**src/rtl/rf_wport_sched.sv**
```systemverilog
// Register-file write-port scheduler: arbitrates pipeline writeback against buffered
// long-latency results, tracks pending destinations, and raises hazard/starvation stalls.
module rf_wport_sched #(
   parameter int DEPTH      = 2,
   parameter int STARVE_LIM = 4
) (
   input  logic        clk,
   input  logic        rst,
   input  logic        wb_we,
   input  logic [4:0]  wb_addr,
   input  logic [31:0] wb_data,
   input  logic        md_valid,
   input  logic [4:0]  md_addr,
   input  logic [31:0] md_data,
   output logic        md_ready,
   input  logic        md_issue,
   input  logic [4:0]  md_issue_addr,
   input  logic [4:0]  id_rs,
   input  logic [4:0]  id_rt,
   input  logic [4:0]  id_rd,
   output logic        hz_stall,
   output logic        stall_req,
   output logic        rf_we,
   output logic [4:0]  rf_a3,
   output logic [31:0] rf_wd
);

   localparam int PW = (DEPTH > 1) ? $clog2(DEPTH) : 1;
   localparam int CW = $clog2(DEPTH + 1);
   localparam int SW = $clog2(STARVE_LIM + 1);
   localparam logic [CW-1:0] DEPTH_C = CW'(DEPTH);
   localparam logic [SW-1:0] LIM_C   = SW'(STARVE_LIM);

   typedef struct packed {
      logic [4:0]  addr;
      logic [31:0] data;
   } md_entry_t;

   md_entry_t        mem [DEPTH];
   md_entry_t        head;
   logic [PW-1:0]    rd_ptr;
   logic [PW-1:0]    wr_ptr;
   logic [CW-1:0]    count;
   logic [31:0]      busy;
   logic [31:0]      busy_next;
   logic [SW-1:0]    starve_cnt;

   logic fifo_empty;
   logic md_fire;
   logic wb_grant;
   logic pop;
   logic bypass;
   logic push;

   assign fifo_empty = (count == '0);
   assign head       = mem[rd_ptr];

   // Ready depends only on occupancy, never on a same-cycle pop, so md_valid has no
   // combinational path back to md_ready.
   assign md_ready = rst & (count < DEPTH_C);
   assign md_fire  = md_valid & md_ready;

   assign wb_grant = rst & wb_we & (wb_addr != 5'd0);
   assign pop      = rst & ~wb_grant & ~fifo_empty;
   // Results for r0 complete the handshake but are dropped, so r0 is never written.
   assign bypass   = ~wb_grant & fifo_empty & md_fire & (md_addr != 5'd0);
   assign push     = md_fire & (md_addr != 5'd0) & ~bypass;

   // NOTE: every output of a combinational block gets a default first, so no path
   // leaves a value unassigned and no latch is inferred.
   always_comb begin
      rf_we = 1'b0;
      rf_a3 = 5'd0;
      rf_wd = 32'd0;
      if (wb_grant) begin
         rf_we = 1'b1;
         rf_a3 = wb_addr;
         rf_wd = wb_data;
      end else if (pop) begin
         rf_we = 1'b1;
         rf_a3 = head.addr;
         rf_wd = head.data;
      end else if (bypass) begin
         rf_we = 1'b1;
         rf_a3 = md_addr;
         rf_wd = md_data;
      end
   end

   // NOTE: the result storage carries no reset; an entry is only ever read after it
   // has been written, and leaving it out of reset keeps it a plain register array.
   always_ff @(posedge clk) begin
      if (push) begin
         mem[wr_ptr] <= '{addr: md_addr, data: md_data};
      end
   end

   // NOTE: sequential state uses non-blocking assignments so every register samples
   // pre-edge values regardless of statement order.
   always_ff @(posedge clk) begin
      if (!rst) begin
         rd_ptr <= '0;
         wr_ptr <= '0;
         count  <= '0;
      end else begin
         if (push) wr_ptr <= wr_ptr + PW'(1);
         if (pop)  rd_ptr <= rd_ptr + PW'(1);
         unique case ({push, pop})
            2'b10:   count <= count + CW'(1);
            2'b01:   count <= count - CW'(1);
            default: count <= count;
         endcase
      end
   end

   // A new issue to a register must survive the retirement of an older result to it.
   always_comb begin
      busy_next = busy;
      if (pop)    busy_next[head.addr] = 1'b0;
      if (bypass) busy_next[md_addr]   = 1'b0;
      if (md_issue && (md_issue_addr != 5'd0)) busy_next[md_issue_addr] = 1'b1;
      busy_next[0] = 1'b0;
   end

   always_ff @(posedge clk) begin
      if (!rst) busy <= 32'd0;
      else      busy <= busy_next;
   end

   assign hz_stall = rst & (busy[id_rs] | busy[id_rt] | busy[id_rd]);

   // The counter measures how long the head has been blocked by writeback; stall_req
   // follows it by one cycle and drops as soon as the head finally pops.
   always_ff @(posedge clk) begin
      if (!rst) begin
         starve_cnt <= '0;
         stall_req  <= 1'b0;
      end else begin
         if (fifo_empty || pop)     starve_cnt <= '0;
         else if (starve_cnt != LIM_C) starve_cnt <= starve_cnt + SW'(1);
         stall_req <= (starve_cnt == LIM_C) && !pop;
      end
   end

   a_no_r0_write: assert property (@(posedge clk) disable iff (!rst)
      rf_we |-> (rf_a3 != 5'd0));
   a_no_overflow: assert property (@(posedge clk) disable iff (!rst)
      !(push && (count == DEPTH_C) && !pop));

endmodule

```
**config.mk**
```make
export PLATFORM = sky130hd
export DESIGN_NAME = rf_wport_sched
export DESIGN_NICKNAME = d
export VERILOG_FILES = /design/src/rtl/rf_wport_sched.sv
export SDC_FILE = /design/constraint.sdc
export NUM_CORES = 1
export LEC_CHECK = 0
export BUFFER_PORTS_ARGS = -buffer_cell sky130_fd_sc_hd__buf_2
export CORE_MARGIN = 3
export CORE_UTILIZATION = 50
export DETAILED_ROUTE_END_ITERATION = 10
export HOLD_SLACK_MARGIN = 0.03
export PLACE_DENSITY = 0.77
export RECOVER_POWER = 50
export SYNTH_ARGS = -nofsm -noshare
export SYNTH_HDL_FRONTEND = slang
export SYNTH_SLANG_ARGS = --single-unit
```
**constraint.sdc**
```tcl
create_clock -name clk -period 3.2 [get_ports clk]
set_input_delay 0.16 -clock clk [delete_from_list [all_inputs] [get_ports clk]]
set_output_delay 0.16 -clock clk [all_outputs]
set_load 0.02 [all_outputs]
```
==> results.py <==
metrics = {
    "final_layout": {
        "multiInputGateArea_um2": 3070,
        "final_layout_size_suffix_gt1_share_pct": 25.9,
        "fillCellCount": 964,
        "register_area_um2": 3020,
        "synthToLayoutAreaGrowth_pct": 26.6,
        "layout.core_utilization_pct": 65.6,
        "layout.nets": 847,
    },
    "worst_setup_path": {
        "timing.critical_path.cells": "buf_2 -> or4_1 -> o211a_1 -> a211oi_4 -> buf_4 -> a221oi_1 -> nor2_1 -> buf_2",
        "timing.critical_path.buf_inv": 3,
        "setup.worst_path.end_class": "primary output",
        "max_stage_delay_ns": 0.61,
        "worstReg2RegStart": "count[1]",
        "critical_path.max_fanout": 33,
        "arrival_ns": 2.58,
        "setup.worst_path.start": "wb_addr[2]",
        "cp-start-kind": "input port",
        "critPathKind": "in2out",
        "required_time_worst_endpoint_ns": 3.04,
        "critPathSlowestCell": "or4_1",
        "cell_with_the_most_instances_on_the_worst_path": "buf_2",
        "crit_family": "compound AO/OA/AOI/OAI gates",
    },
    "global_routing": {
        "largest_net_degree_at_the_start_of_global_routing": 38,
        "grt_first_pass_wirelength_um": 30300,
        "grt_antenna_before_repair": 1,
        "grt_remaining_overflow": 0,
        "first_global_vias": 5825,
        "track_usage_pct": 26.8,
    },
    "yosys": {
        "synth_most_common_cell": "nor2_1",
        "post_synth.cell_area_avg_um2": 10.7,
        "postSynthCellCount": 588,
        "ys_top_cells_by_area": "edfxtp_1, dfxtp_1, mux2_2",
        "synth_area_um2": 6300,
        "cell_types_with_the_highest_counts_after_synthesis": "nor2_1, edfxtp_1, dfxtp_1",
        "yosys_most_used_dff": "edfxtp_1",
        "syn_nets": 690,
        "number_of_enable_flip_flop_cells_after_synthesis": 74,
        "yosys.area.top_type_share_pct": 35.3,
        "proportion_of_register_bits_with_asynchronous_set_or_reset_after_synthesis_pct": 0,
        "yosys.cell_types.count": 51,
        "yosysSeqAreaShare_pct": 48.0,
        "ff_latch_count_synth": 114,
        "synthesis.yosys.warnings": 0,
        "synth_top_cell_by_area": "edfxtp_1",
    },
    "floorplanning": {
        "dieHeight_um": 118,
        "die_area_um2": 14000,
        "die_width_um": 118,
        "initial_core_util_pct": 51.8,
        "design.portCount": 140,
        "coreArea_um2": 12200,
        "rows": 40,
    },
    "clocking": {
        "clk-insertion-delay-late_ns": 0.41,
        "numClockSinks": 114,
        "cts_buffer_depth": 2,
        "post-cts-setup-buffer-count": 0,
        "cts_repair_resize_count": 0,
        "tritoncts_clock_tree": "yes",
        "cts_root_buffer": "clkbuf_16",
        "cts.reportedPaths.clkPinSlew_ns": 0.05,
        "ctsHtreeMaxLevel": 4,
        "cts-buffers-inserted": 17,
    },
    "routing": {
        "remaining_drc_errors": 0,
        "via_count": 5762,
        "first_iter_violations": 623,
        "drt-pass1-iter-count": 5,
        "wl_per_cell_um": 19.8,
        "vias_per_cell": 6.22,
        "wirelength_um": 18300,
        "antenna_left": 0,
    },
    "placed_design": {
        "count_of_buffers_inserted_at_the_top_level_ports": 139,
        "rd_place_congestion": 0.917,
        "place_hpwl_um": 12600,
    },
    "timing": {
        "final-setup-viol-count": 0,
        "totalNegativeSetupSlack_ns": 0,
        "timing.clock.skew_ns": 0.00694,
        "final.min_clock_period_ns": 2.74,
        "slew-limit-headroom_pct": 27.1,
        "worstMarginPinSlew_ns": 1.09,
        "finalHoldViolations": 0,
        "slew_violations": 0,
        "max_clock_freq_mhz": 365,
        "post-route-period-util_pct": 85.6,
        "rsz0062_at_grt": "false",
    },
    "power_and_ir_drop": {
        "cellLeakagePower_uw": 0.00292,
        "max-vdd-ir-drop_mv": 0.367,
        "power_density_nw_per_um2": 566,
    },
    "job": {
        "maxCapViolCount": 0,
    },
    "min_path": {
        "hp-class": "in2reg",
        "worstHoldStart": "md_issue_addr[0]",
    },
    "status": {
        "status": "finished clean",
    },
}
==> timing repair <==
item / CTS / global route
hold endpoints to repair: 65 / 0
hold buffers: 33 / 0
setup endpoints to repair: 0 / 0
==> worst min-delay path, cell delays in order <==
cell	delay (ns)
buf_2	0.18
or3_1	0.13
a21oi_1	0.05
==> final timing paths <==
check / end / slack (ns) / cells past startpoint
worst min register to register: rd_ptr / 0.51 / 2
worst min-delay path: busy[20] / 0.16 / 3
worst max register to register: mem[1][24] / 0.66 / 4
worst max-delay path: rf_wd[27] / 0.46 / 8
==> state kept, by name, summed over array words and instances (netlist names), named ones only <==
name,flops
mem,74
busy,31
stall_req,1
rd_ptr,1
wr_ptr,1
starve_cnt,3
count,2
==> power breakdown <==
| group | internal (uW) | leakage (uW) | switching [uW] | total [uW] |
|---|---|---|---|---|
| combinational | 354 | 0.00164 | 554 | 907 |
| sequential | 1650 | 0.00100 | 53.9 | 1700 |
| clock | 1280 | 0.000283 | 622 | 1900 |
| total | 3280 | 0.00292 | 1230 | 4510 |
==> per-layer routing <==
metal / GRT usage [%] / wire length [um] / up-vias
met1: 34.1 / 7360 / 2788
met3: 8.18 / 1710 / 47
met5: 0 / 0 / -
li1: - / - / 2600
met2: 43.4 / 8800 / 327
met4: 9.30 / 457 / 0
==> through the flow <==
stage               instances  cell area, um^2  setup WS, ns  hold slack, ns  total power, uW
global placement          861             7110         0.627           0.364             2570
global route              926             7970         0.339           0.173             4690
detailed placement        861             7110         0.594           0.371             2590
CTS                       925             8030         0.581          0.0628             4520
floorplan                 588             6300         0.212           0.259             2300
finish                    926             7970         0.460           0.162             4510
==> layout by cell type (no fill, tap or decap), drive strengths merged, types with 24 or more instances in the layout <==
master and count:
buf 108, nor2 106, edfxtp 74, clkbuf 57, dfxtp 40, mux2 38
a221oi 36, dlygate4sd3 33, nand2 29, mux2i 24
==> cell families (layout without fill, tap and decap cells) <==
| kind of cell | after synthesis | count (layout) | share of synthesized area (%) |
|---|---|---|---|
| XOR/XNOR | 5 | 5 | 0.695 |
| buffers and inverters | 52 | 221 | 3.54 |
| multiplexers | 77 | 77 | 16.0 |
| flip-flops | 114 | 114 | 48.0 |
| AO/OA/AOI/OAI | 122 | 122 | 15.1 |
| adder cells (fa/ha/maj) | 3 | 3 | 0.596 |
| other | 0 | 1 | 0 |
| AND/OR/NAND/NOR | 215 | 215 | 16.2 |
==> final cells by class <==
class	instances	share of cell area [%]
Inverter	10	0.471
Timing Repair Buffer	180	13.0
Sequential cell	114	37.9
Clock buffer	18	5.38
Multi-Input combinational cell	422	38.5
Antenna cell	1	0.0314
Clock inverter	13	2.10
Tap cell	168	2.64
Note: power is estimated with default switching activity, not from simulation.
